==> src/rtl/sobel_stream_pkg.sv <==
// Shared types and helpers for the Sobel stream ingress shell.
// Contents:
//   state_e      control FSM states
//   Def*         default geometry and stage latency
//   cnt_width()  counter width that holds values 0..n-1
package sobel_stream_pkg;

    typedef enum logic [1:0] {IDLE, RUN, FLUSH, CLEAR} state_e;

    localparam int unsigned DefPixelsPerBeat = 16;
    localparam int unsigned DefImageDim      = 512;
    localparam int unsigned DefPipeLat       = 24;
    localparam int unsigned DefCm            = DefImageDim / DefPixelsPerBeat;
    localparam int unsigned DefNb            = DefImageDim * DefCm;

    function automatic int unsigned cnt_width(input int unsigned n);
        return (n <= 1) ? 1 : $clog2(n);
    endfunction

endpackage

==> src/rtl/sobel_valid_tag.sv <==
// DEPTH-deep 1-bit shift register with enable. Travels alongside the Sobel stage
// so each stage output carries a bit saying whether it is a real output beat.
// Ports:
//   clk     clock
//   areset  synchronous active-high reset (clears all bits)
//   en      shift enable (stage advance)
//   d       tag for the beat entering the stage
//   q       tag for the beat leaving the stage
module sobel_valid_tag #(
    parameter int unsigned DEPTH = 24
) (
    input  logic clk,
    input  logic areset,
    input  logic en,
    input  logic d,
    output logic q
);

    logic [DEPTH-1:0] sr_q;

    always_ff @(posedge clk) begin
        if (areset) begin
            sr_q <= '0;
        end else if (en) begin
            sr_q[0] <= d;
            for (int i = 1; i < int'(DEPTH); i++) begin
                sr_q[i] <= sr_q[i-1];
            end
        end
    end

    assign q = sr_q[DEPTH-1];

endmodule

==> src/rtl/sobel_stream_ingress.sv <==
// Flow-control shell around the Sobel line-buffer/CORDIC stage.
// Converts AXI-Stream handshakes on both sides into the single global stage stall,
// injects zero flush beats so the last row and the pipeline tail drain, and tags
// stage outputs so exactly one output beat leaves per input beat.
// Optional feature: define SOBEL_LEN_CHECK_EN to enable framing checks (err_len).
// Ports:
//   clk, areset                      clock, synchronous active-high reset
//   s_axis_t{data,valid,ready,user,last}  image source side
//   conv_frame, conv_stall, conv_aresetn  drive to Sobel stage
//   conv_out                         Sobel stage output
//   m_axis_t{data,valid,ready,user,last}  edge-map sink side
//   err_len                          sticky framing error
module sobel_stream_ingress
    import sobel_stream_pkg::*;
#(
    parameter int unsigned PIXELS_PER_BEAT = DefPixelsPerBeat,
    parameter int unsigned IMAGE_DIM       = DefImageDim,
    parameter int unsigned DATA_WIDTH      = 8 * PIXELS_PER_BEAT,
    parameter int unsigned PIPE_LAT        = DefPipeLat
) (
    input  logic                  clk,
    input  logic                  areset,
    input  logic [DATA_WIDTH-1:0] s_axis_tdata,
    input  logic                  s_axis_tvalid,
    output logic                  s_axis_tready,
    input  logic                  s_axis_tuser,
    input  logic                  s_axis_tlast,
    output logic [DATA_WIDTH-1:0] conv_frame,
    output logic                  conv_stall,
    output logic                  conv_aresetn,
    input  logic [DATA_WIDTH-1:0] conv_out,
    output logic [DATA_WIDTH-1:0] m_axis_tdata,
    output logic                  m_axis_tvalid,
    input  logic                  m_axis_tready,
    output logic                  m_axis_tuser,
    output logic                  m_axis_tlast,
    output logic                  err_len
);

    localparam int unsigned CM      = IMAGE_DIM / PIXELS_PER_BEAT;
    localparam int unsigned NB      = IMAGE_DIM * CM;
    localparam int unsigned LastIdx = NB + CM + PIPE_LAT - 1;
    localparam int unsigned IdxW    = cnt_width(LastIdx + 1);
    localparam int unsigned OutW    = cnt_width(NB);

    localparam logic [IdxW-1:0] TagLo     = IdxW'(CM);
    localparam logic [IdxW-1:0] TagHi     = IdxW'(CM + NB - 1);
    localparam logic [IdxW-1:0] RunLast   = IdxW'(NB - 1);
    localparam logic [IdxW-1:0] FlushLast = IdxW'(LastIdx);
    localparam logic [OutW-1:0] OutLast   = OutW'(NB - 1);

    state_e          state_q, state_d;
    logic [IdxW-1:0] idx_q, idx_d;
    logic [OutW-1:0] ocnt_q, ocnt_d;
    logic            sent_q, sent_d;
    logic            tag_out, tag_in;
    logic            out_ok, src_ok, adv, m_hs, run_last;
    logic            err_set;

    sobel_valid_tag #(
        .DEPTH (PIPE_LAT)
    ) u_tag (
        .clk    (clk),
        .areset (areset),
        .en     (adv),
        .d      (tag_in),
        .q      (tag_out)
    );

    always_comb begin
        state_d       = state_q;
        idx_d         = idx_q;
        s_axis_tready = 1'b0;
        conv_frame    = '0;
        conv_aresetn  = 1'b1;
        err_set       = 1'b0;

        // A tagged beat already taken by the sink while the stage could not advance
        // must not be offered again, so sent_q masks it until the next advance.
        m_axis_tvalid = tag_out & ~sent_q;
        m_hs          = m_axis_tvalid & m_axis_tready;
        out_ok        = ~tag_out | sent_q | m_axis_tready;
        src_ok        = ((state_q == RUN) & s_axis_tvalid) | (state_q == FLUSH);
        adv           = out_ok & src_ok;
        tag_in        = (idx_q >= TagLo) && (idx_q <= TagHi);
        run_last      = (idx_q == RunLast);

        unique case (state_q)
            IDLE: begin
                // The SOF beat is left pending so RUN takes it as beat 0.
                s_axis_tready = ~s_axis_tuser;
                if (s_axis_tvalid && s_axis_tuser) begin
                    state_d = RUN;
                    idx_d   = '0;
                end
            end
            RUN: begin
                s_axis_tready = out_ok;
                conv_frame    = s_axis_tdata;
                if (adv) begin
                    idx_d = idx_q + 1'b1;
`ifdef SOBEL_LEN_CHECK_EN
                    err_set = (s_axis_tuser && (idx_q != '0)) || (s_axis_tlast != run_last);
                    if (run_last || s_axis_tlast) begin
                        state_d = FLUSH;
                    end
`else
                    if (run_last) begin
                        state_d = FLUSH;
                    end
`endif
                end
            end
            FLUSH: begin
                if (adv) begin
                    idx_d = idx_q + 1'b1;
                    if (idx_q == FlushLast) begin
                        state_d = CLEAR;
                    end
                end
            end
            CLEAR: begin
                conv_aresetn = 1'b0;
                state_d      = IDLE;
            end
            default: state_d = CLEAR;
        endcase

        conv_stall = ~adv;

        ocnt_d = ocnt_q;
        if (m_hs) begin
            ocnt_d = (ocnt_q == OutLast) ? '0 : ocnt_q + 1'b1;
        end
        sent_d = adv ? 1'b0 : (m_hs | sent_q);

        m_axis_tdata = conv_out;
        m_axis_tuser = m_axis_tvalid & (ocnt_q == '0);
        m_axis_tlast = m_axis_tvalid & (ocnt_q == OutLast);
    end

    always_ff @(posedge clk) begin
        if (areset) begin
            state_q <= CLEAR;
            idx_q   <= '0;
            ocnt_q  <= '0;
            sent_q  <= 1'b0;
        end else begin
            state_q <= state_d;
            idx_q   <= idx_d;
            ocnt_q  <= ocnt_d;
            sent_q  <= sent_d;
        end
    end

`ifdef SOBEL_LEN_CHECK_EN
    logic err_q;

    always_ff @(posedge clk) begin
        if (areset) begin
            err_q <= 1'b0;
        end else if (err_set) begin
            err_q <= 1'b1;
        end
    end

    assign err_len = err_q;
`else
    logic unused_framing;
    assign unused_framing = s_axis_tlast ^ err_set;
    assign err_len        = 1'b0;
`endif

endmodule

==> config.mk <==
export PLATFORM = sky130hd
export DESIGN_NAME = sobel_stream_ingress
export DESIGN_NICKNAME = d
export VERILOG_FILES = /design/src/rtl/sobel_stream_pkg.sv /design/src/rtl/sobel_valid_tag.sv /design/src/rtl/sobel_stream_ingress.sv
export SDC_FILE = /design/constraint.sdc
export NUM_CORES = 1
export LEC_CHECK = 0
export BUFFER_PORTS_ARGS = -buffer_cell sky130_fd_sc_hd__buf_4
export CAP_MARGIN = 10
export CELL_PAD_IN_SITES_DETAIL_PLACEMENT = 0
export CELL_PAD_IN_SITES_GLOBAL_PLACEMENT = 1
export CORE_AREA = 2 2 202 204
export CTS_CLUSTER_DIAMETER = 200
export DETAILED_ROUTE_END_ITERATION = 7
export DIE_AREA = 0 0 204 206
export GPL_ROUTABILITY_DRIVEN = 0
export PLACE_DENSITY_LB_ADDON = 0.05
export SYNTH_ARGS = -nofsm -noshare
export SYNTH_HDL_FRONTEND = slang
export SYNTH_HIERARCHICAL = 1
export SYNTH_SLANG_ARGS = --single-unit
==> constraint.sdc <==
create_clock -name clk -period 3.67 [get_ports clk]
set_input_delay 0.9175 -clock clk [delete_from_list [all_inputs] [get_ports clk]]
set_output_delay 0.9175 -clock clk [all_outputs]
set_load 0.05 [all_outputs]
==> insert_results.sql, run 1 <==
INSERT INTO impl_metrics (metric_group, metric, value, unit) VALUES
('outcome', 'status', 'finished clean', ''),
('setup_path', 'critPathSlowestCell', 'sky130_fd_sc_hd__dfxtp_1', ''),
('floorplan', 'core-area', '0.04018', 'mm2'),
('pwr', 'vdd_ir_drop_max', '0.2055', 'mV'),
('setup_path', 'regToRegSetupSlack', '1.16', 'ns'),
('sta', 'setup-tns-final', '0', 'ns'),
('pwr', 'power.density', '567.9', 'mW/mm2'),
('clock_tree', 'clock_tree.root_cell', 'sky130_fd_sc_hd__clkbuf_16', ''),
('drt', 'postRouteAntennaNets', '0', ''),
('sta', 'finalCritPeriodShare', '80.25', '%'),
('pwr', 'sw_frac_of_total', '54.41', '%'),
('floorplan', 'num_rows', '74', ''),
('synthesis', 'async_reset_ff_share', '0', '%'),
('layout', 'final_layout_size_suffix_gt1_share', '41.73', '%'),
('clock_tree', 'cts_buffers', '5', ''),
('layout', 'syn_to_final_growth', '39.78', '%'),
('global_route', 'groute.usage.overall', '11.20', '%'),
('layout', 'layout.filler_cells', '4658', ''),
('sta', 'final-setup-viol-count', '0', ''),
('hold_path', 'worstHoldPathType', 'reg -> reg', ''),
('setup_path', 'path_delay_family', 'simple AND/OR/NAND/NOR gates', ''),
('sta', 'final.setup_skew', '0.009898', 'ns'),
('floorplan', 'fp.dieH', '206', 'um'),
('global_route', 'antenna_found_initial', '2', ''),
('setup_path', 'path_class', 'reg -> out', ''),
('clock_tree', 'ctsHtreeMaxLevel', '2', ''),
('flow_run', 'max_cap_violations', '0', ''),
('synthesis', 'post_synth_num_cell_types', '45', ''),
('setup_path', 'worst-path-buf-inv', '1', ''),
('global_route', 'grt.overflow.total', '0', ''),
('sta', 'min_period', '2.945', 'ns'),
('clock_tree', 'ctsLongestPathBuffers', '2', ''),
('drt', 'drc_errors', '0', ''),
('synthesis', 'synth_cells', '560', ''),
('pwr', 'share_seq_of_total_power', '18.2', '%'),
('synthesis', 'synth_fp_nets', '831', ''),
('setup_path', 'cp_slowest_stage_delay', '0.44', 'ns'),
('layout', 'sequential_cell_area', '0.001121', 'mm2'),
('setup_path', 'cp_data_required_time', '2.75', 'ns'),
('placement', 'hpwlAfterDp', '20900', 'um'),
('drt', 'via_count', '4039', ''),
('synthesis', 'post_synth_design_cell_area', '0.004444', 'mm2'),
('synthesis', 'yosysWarnings', '6', ''),
('drt', 'detail_route.first_pass.iterations', '4', ''),
('sta', 'timing_hold_violations_final', '0', ''),
('floorplan', 'dieArea', '0.04202', 'mm2'),
('sta', 'timing.final.max_slew_violations', '0', ''),
('drt', 'wl_per_cell', '20.18', 'um'),
('layout', 'antenna-diode-count', '0', ''),
('hold_path', 'min_to', 'u_tag/sr_q[15]', ''),
('pwr', 'netSwitchingPower', '1.919', 'mW'),
('sta', 'max_slew_headroom', '31.53', '%'),
('clock_tree', 'clk-insertion-delay-late', '0.30', 'ns'),
('pwr', 'design_power_total', '3.528', 'mW'),
('floorplan', 'initial_utilization', '11.06', '%'),
('setup_path', 'timing.critical_path.fanout_max', '6', ''),
('sta', 'grt_setup_unrepaired', 'no', ''),
('setup_path', 'worstRegToRegCells', '7', ''),
('floorplan', 'ios', '525', ''),
('clock_tree', 'clock-sinks', '56', ''),
('drt', 'viasPerCell', '3.324', ''),
('setup_path', 'reg2reg_launch_point', 'state_q[0]', ''),
('clock_tree', 'postCtsSetupBuffers', '0', ''),
('pwr', 'pwr-share-clk', '14.1', '%'),
('sta', 'worst_slew_pin_slew', '1.020', 'ns'),
('floorplan', 'die_width', '204', 'um'),
('drt', 'detail_route.iter0.violations', '104', ''),
('layout', 'finish.net_count', '953', ''),
('global_route', 'maximum_number_of_pins_on_one_net_before_global_route_repair', '132', ''),
('clock_tree', 'cts.reportedPaths.clkPinSlew', '0.08', 'ns'),
('pwr', 'power.share.combinational', '67.7', '%');
-- cell families after synthesis --
kind of cell,after synthesis,share of synthesized area (%)
multiplexers,27,6.109
AO/OA/AOI/OAI,24,3.435
buffers and inverters,170,26.21
XOR/XNOR,22,4.336
adder cells (fa/ha/maj),9,2.534
AND/OR/NAND/NOR,251,32.07
flip-flops,56,25.23
other,1,0.08438
-- how the worst max path moves through the flow --
stage             startpoint        endpoint  slack (ns)  cells past startpoint
2_1_floorplan      ocnt_q[3]    m_axis_tlast        0.65                      4
3_3_place_gp   m_axis_tready  u_tag/sr_q[12]        0.89                      8
3_5_place_dp   m_axis_tready  u_tag/sr_q[12]        0.87                      8
4_1_cts            ocnt_q[3]    m_axis_tlast        0.64                      5
5_1_grt            ocnt_q[3]    m_axis_tlast        0.55                      5
6_report           ocnt_q[3]    m_axis_tlast        0.72                      5
-- stage by stage --
stage	std cells	setup WS [ns]	hold slack [ns]	utilization [%]	instance area, um2
after floorplan	560	0.6479	0.4601	-	4444
after global placement	1207	0.8931	0.4761	15.10	6067
after detailed placement	1207	0.8743	0.4835	15.10	6067
after CTS	1215	0.6433	0.5060	15.46	6212
after global routing	1215	0.5495	0.5251	15.46	6212
final	1215	0.7250	0.4972	15.46	6212
-- power by group through the flow --
stage               clock (mW)  combinational (mW)  sequential, mW
finish                   0.497                2.39           0.642
global route             0.553                2.54           0.644
CTS                      0.539                2.44           0.641
detailed placement           0                2.43           0.657
global placement             0                2.44           0.656
floorplan                    0                2.00           0.648
-- registers in the layout (all words and copies together) (netlist names) --
name,flops
idx_q,15
ocnt_q,14
sent_q,1
state_q,2
u_tag/sr_q,24
-- routing by layer --
metal / share of wire (%) / track usage, % / up-vias / routed length [um]
met5: 0.46 / 2.024 / - / 113
met4: 1.4 / 2.459 / 2 / 342
met3: 19 / 9.981 / 26 / 4582
met2: 47 / 18.60 / 281 / 11570
met1: 32 / 10.07 / 1824 / 7912
li1: - / - / 1906 / -
-- layout by cell type (no fill, tap or decap), types with 10 or more instances in the layout --
cell type / n
sky130_fd_sc_hd__buf_4: 267
sky130_fd_sc_hd__inv_1: 16
sky130_fd_sc_hd__and2_1: 128
sky130_fd_sc_hd__mux2i_1: 26
sky130_fd_sc_hd__nand2_1: 10
sky130_fd_sc_hd__nor2_1: 58
sky130_fd_sc_hd__xnor2_1: 14
sky130_fd_sc_hd__dfxtp_1: 56
-- synthesized netlist by cell type (2+ instances only) --
library cell,count,area share [%]
sky130_fd_sc_hd__clkbuf_1,20,1.7
sky130_fd_sc_hd__o41ai_1,2,0.39
sky130_fd_sc_hd__or3_1,3,0.42
sky130_fd_sc_hd__o22ai_1,2,0.28
sky130_fd_sc_hd__and3_1,3,0.42
sky130_fd_sc_hd__nand2b_1,2,0.28
sky130_fd_sc_hd__nor4_1,7,0.99
sky130_fd_sc_hd__nor3_1,8,0.90
sky130_fd_sc_hd__buf_12,2,0.90
sky130_fd_sc_hd__dfxtp_1,56,25
sky130_fd_sc_hd__o21ai_0,7,0.79
sky130_fd_sc_hd__and4_1,5,0.99
sky130_fd_sc_hd__xor2_1,8,1.6
sky130_fd_sc_hd__nand3_1,8,0.90
sky130_fd_sc_hd__xnor2_1,14,2.8
sky130_fd_sc_hd__buf_4,129,22
sky130_fd_sc_hd__mux2i_1,26,5.9
sky130_fd_sc_hd__a22oi_1,2,0.34
sky130_fd_sc_hd__nor3b_1,2,0.34
sky130_fd_sc_hd__nand2_1,10,0.84
sky130_fd_sc_hd__and2_1,128,18
sky130_fd_sc_hd__ha_1,9,2.5
sky130_fd_sc_hd__inv_1,16,1.4
sky130_fd_sc_hd__a21oi_1,6,0.68
sky130_fd_sc_hd__nor2_1,58,4.9
sky130_fd_sc_hd__nand4_1,8,1.1
-- area by class of cell --
class                      count  area share [%]
multi-input combinational    334           35.03
inverter                      16          0.9668
sequential                    56           18.05
clock inverter                 2          0.2618
timing repair buffer         269           32.91
tap                          532           10.71
clock buffer                   6           2.075
-- worst reg2reg max path, cell delays in order (launching register included) --
cell and delay (ns):
sky130_fd_sc_hd__dfxtp_1 0.44, sky130_fd_sc_hd__inv_1 0.12, sky130_fd_sc_hd__ha_1 0.40, sky130_fd_sc_hd__inv_1 0.06
sky130_fd_sc_hd__o31a_1 0.46, sky130_fd_sc_hd__or4_4 0.51, sky130_fd_sc_hd__or3_1 0.32, sky130_fd_sc_hd__a21oi_1 0.14
Power figures use the tool's default switching activity.
==> run 2: changes to the inputs <==
ABC_AREA = 1   (was not set)
CORE_AREA = 2 2 204 206   (was 2 2 202 204)
DIE_AREA = 0 0 206 208   (was 0 0 204 206)
clock period = 2.7 ns   (was 3.67 ns; I/O delays follow)
==> run 2 against run 1 <==
Compared with the run above:
- final area up 10%
- total power is 75% higher
- non-clock buffer count up 5
- routed wire length up 2.8%
- count of clock-buffer cells in the layout is 1 lower
- sequential cell count stayed put
==> insert_results.sql, run 2 <==
INSERT INTO impl_metrics (metric_group, metric, value, unit) VALUES
('synthesis', 'synth.top_cells.by_area', 'sky130_fd_sc_hd__dfxtp_1, sky130_fd_sc_hd__buf_4, sky130_fd_sc_hd__nand2_1', ''),
('setup_path', 'path_class', 'reg -> out', ''),
('layout', 'layout_commonest_cell', 'sky130_fd_sc_hd__buf_4', ''),
('drt', 'detail_route.first_pass.iterations', '4', ''),
('layout', 'mostFrequentLayoutCells', 'sky130_fd_sc_hd__buf_4, sky130_fd_sc_hd__nand2_1, sky130_fd_sc_hd__inv_1', ''),
('synthesis', 'post_synth_num_cell_types', '36', ''),
('global_route', 'grt_pass1_vias', '4849', ''),
('drt', 'wl_per_cell', '16.66', 'um'),
('drt', 'viasPerCell', '3.239', ''),
('layout', 'sequential_cell_area', '0.001121', 'mm2'),
('placement', 'hpwlAfterDp', '21600', 'um'),
('synthesis', 'post_synth_design_cell_area', '0.005046', 'mm2'),
('flow_run', 'max_cap_violations', '0', ''),
('sta', 'grt_setup_unrepaired', 'no', ''),
('floorplan', 'num_rows', '74', ''),
('synthesis', 'synth.ff_latch_count', '56', ''),
('layout', 'postLayoutCellArea', '0.006857', 'mm2'),
('floorplan', 'ios', '525', ''),
('floorplan', 'initial_utilization', '12.44', '%'),
('synthesis', 'yosysWarnings', '6', ''),
('sta', 'timing.fmax', '399.4', 'MHz'),
('setup_path', 'crit_path_start_kind', 'flip-flop', ''),
('clock_tree', 'cts.hold.buffers_added', '0', ''),
('pwr', 'vdd_ir_drop_max', '0.2796', 'mV'),
('floorplan', 'die_width', '206', 'um'),
('floorplan', 'dieArea', '0.04285', 'mm2'),
('layout', 'layout.core_utilization', '16.91', '%'),
('sta', 'timing.final.max_slew_violations', '0', ''),
('clock_tree', 'cts_tree', 'yes', ''),
('layout', 'regMostFlops', 'u_tag/sr_q', ''),
('synthesis', 'count_of_flip_flops_with_a_built_in_enable_after_synthesis', '0', ''),
('drt', 'via_count', '4901', ''),
('pwr', 'p_leak', '4.072', 'nW'),
('sta', 'final.setup_skew', '0.009691', 'ns'),
('global_route', 'grt.overflow.total', '0', ''),
('layout', 'reg_top3', 'u_tag/sr_q (24), idx_q (15), ocnt_q (14)', ''),
('synthesis', 'dominantRegCellSynth', 'sky130_fd_sc_hd__dfxtp_1', ''),
('global_route', 'maximum_number_of_pins_on_one_net_before_global_route_repair', '50', ''),
('layout', 'antenna-diode-count', '0', ''),
('global_route', 'antenna_found_initial', '1', ''),
('clock_tree', 'clock-sinks', '56', ''),
('sta', 'min_period', '2.504', 'ns'),
('synthesis', 'synth.avg_cell_area', '5.902', 'um2'),
('synthesis', 'async_reset_ff_share', '0', '%'),
('pwr', 'power.density', '902.9', 'mW/mm2'),
('floorplan', 'fp.dieH', '208', 'um'),
('drt', 'detail_route.iter0.violations', '217', ''),
('setup_path', 'timing.critical_path.fanout_max', '46', ''),
('hold_path', 'worstHoldPathType', 'reg -> reg', ''),
('clock_tree', 'cts.reportedPaths.clkPinSlew', '0.09', 'ns'),
('placement', 'placed_cells', '1505', ''),
('clock_tree', 'clock_tree.root_cell', 'sky130_fd_sc_hd__clkbuf_16', ''),
('clock_tree', 'cts-resized-gates', '0', ''),
('clock_tree', 'postCtsSetupBuffers', '0', ''),
('synthesis', 'synth_cells', '855', ''),
('layout', 'largest_reg_flops', '24', ''),
('clock_tree', 'ctsHtreeMaxLevel', '2', ''),
('layout', 'syn_to_final_growth', '35.88', '%'),
('sta', 'timing_hold_violations_final', '0', ''),
('drt', 'postRouteAntennaNets', '0', ''),
('clock_tree', 'clk-insertion-delay-late', '0.31', 'ns'),
('layout', 'stdcell_count', '1513', ''),
('sta', 'final-setup-viol-count', '0', ''),
('setup_path', 'cp_data_required_time', '2.03', 'ns'),
('layout', 'layout.filler_cells', '4793', ''),
('layout', 'finish.net_count', '1251', ''),
('placement', 'placement.cell_area', '0.006709', 'mm2'),
('synthesis', 'synthMostInstantiatedCell', 'sky130_fd_sc_hd__nand2_1', ''),
('clock_tree', 'ctsLongestPathBuffers', '2', ''),
('outcome', 'status', 'finished clean', ''),
('synthesis', 'post_synth_most_frequent_cells', 'sky130_fd_sc_hd__nand2_1, sky130_fd_sc_hd__inv_1, sky130_fd_sc_hd__buf_4, sky130_fd_sc_hd__nor2_1, sky130_fd_sc_hd__dfxtp_1', ''),
('sta', 'holdWs', '0.4721', 'ns'),
('placement', 'buffer_ports.inserted', '266', ''),
('global_route', 'groute.usage.overall', '11.31', '%'),
('global_route', 'first_pass_grt_wire_length', '34660', 'um'),
('synthesis', 'synthDominantAreaCellType', 'sky130_fd_sc_hd__dfxtp_1', ''),
('synthesis', 'synth_fp_nets', '1126', ''),
('synthesis', 'synth_top_area_share', '22.22', '%'),
('layout', 'final_layout_size_suffix_gt1_share', '32.21', '%'),
('clock_tree', 'cts_buffers', '5', ''),
('floorplan', 'core-area', '0.04055', 'mm2'),
('drt', 'routed_wl', '25210', 'um'),
('sta', 'setup-tns-final', '0', 'ns'),
('layout', 'multi_input_comb_area', '0.002087', 'mm2'),
('sta', 'finalCritPeriodShare', '92.73', '%'),
('setup_path', 'timing.critical_path.to_type', 'output pin', ''),
('synthesis', 'synth_seq_area_share', '22.22', '%'),
('setup_path', 'arrival', '1.83', 'ns'),
('drt', 'drc_errors', '0', '');
-- run 2: cell types whose count changed in the layout (fill, tap and decap cells not counted), sizes merged, moves of 7 or more --
cell   delta
nand3    +20
nor4      -7
and2    -127
inv     +178
xnor2    -14
nor2     +43
nand2   +243
mux2i    -26
-- run 2: area by class of cell --
class                           instances  area share (%)
Clock buffer                            5           1.825
Tap cell                              532           9.708
Sequential cell                        56           16.35
Inverter                              194           10.62
Clock inverter                          3          0.3285
Timing Repair Buffer                  274           30.73
Multi-Input combinational cell        449           30.44
-- run 2: where the power goes --
group,switching (mW),total [mW],internal [mW]
Clock,0.363,0.713,0.350
Sequential,0.107,1.13,1.02
Combinational,3.10,4.35,1.25
-- run 2: path summary, 6_finish.rpt --
check | from | endpoint | slack [ns] | depth (start not counted)
worst max-delay path | state_q[1] | conv_frame[84] | 0.20 | 6
worst min register to register | u_tag/sr_q[11] | u_tag/sr_q[11] | 0.47 | 2
worst min-delay path | u_tag/sr_q[11] | u_tag/sr_q[11] | 0.47 | 2
worst max register to register | state_q[0] | idx_q[5] | 0.69 | 8
-- run 2: per-layer routing --
metal | vias up | wire length (um) | global-route usage, % | share of wire [%]
li1 | 2561 | - | - | -
met1 | 2084 | 11000 | 14.72 | 44
met2 | 208 | 11370 | 17.95 | 45
met3 | 46 | 2277 | 3.336 | 9.0
met4 | 2 | 547 | 3.251 | 2.2
met5 | - | 8 | 0.1152 | 0.032
-- run 2: per-stage QoR --
step	power (mW)	worst slack [ns]
floorplan	4.644	0.09748
global placement	5.651	0.5048
detailed placement	5.614	0.5169
CTS	6.372	0.1570
global route	6.710	0.07594
finish	6.191	0.1963
-- run 2: cells by family after synthesis --
group / Yosys count / share of synthesized area [%]
simple gates: 406 / 34.61
fa+ha+maj: 9 / 2.232
compound gates: 25 / 2.802
xor+xnor: 8 / 1.389
flops: 56 / 22.22
other cells: 1 / 0.07431
buf+inv: 350 / 36.67
-- run 2: worst max-delay path: stages, from the launching register on --
cell and delay, ns:
sky130_fd_sc_hd__dfxtp_1 0.34, sky130_fd_sc_hd__inv_1 0.14, sky130_fd_sc_hd__ha_4 0.33, sky130_fd_sc_hd__buf_12 0.26, sky130_fd_sc_hd__nand2_1 0.07, sky130_fd_sc_hd__inv_1 0.08, sky130_fd_sc_hd__buf_4 0.22
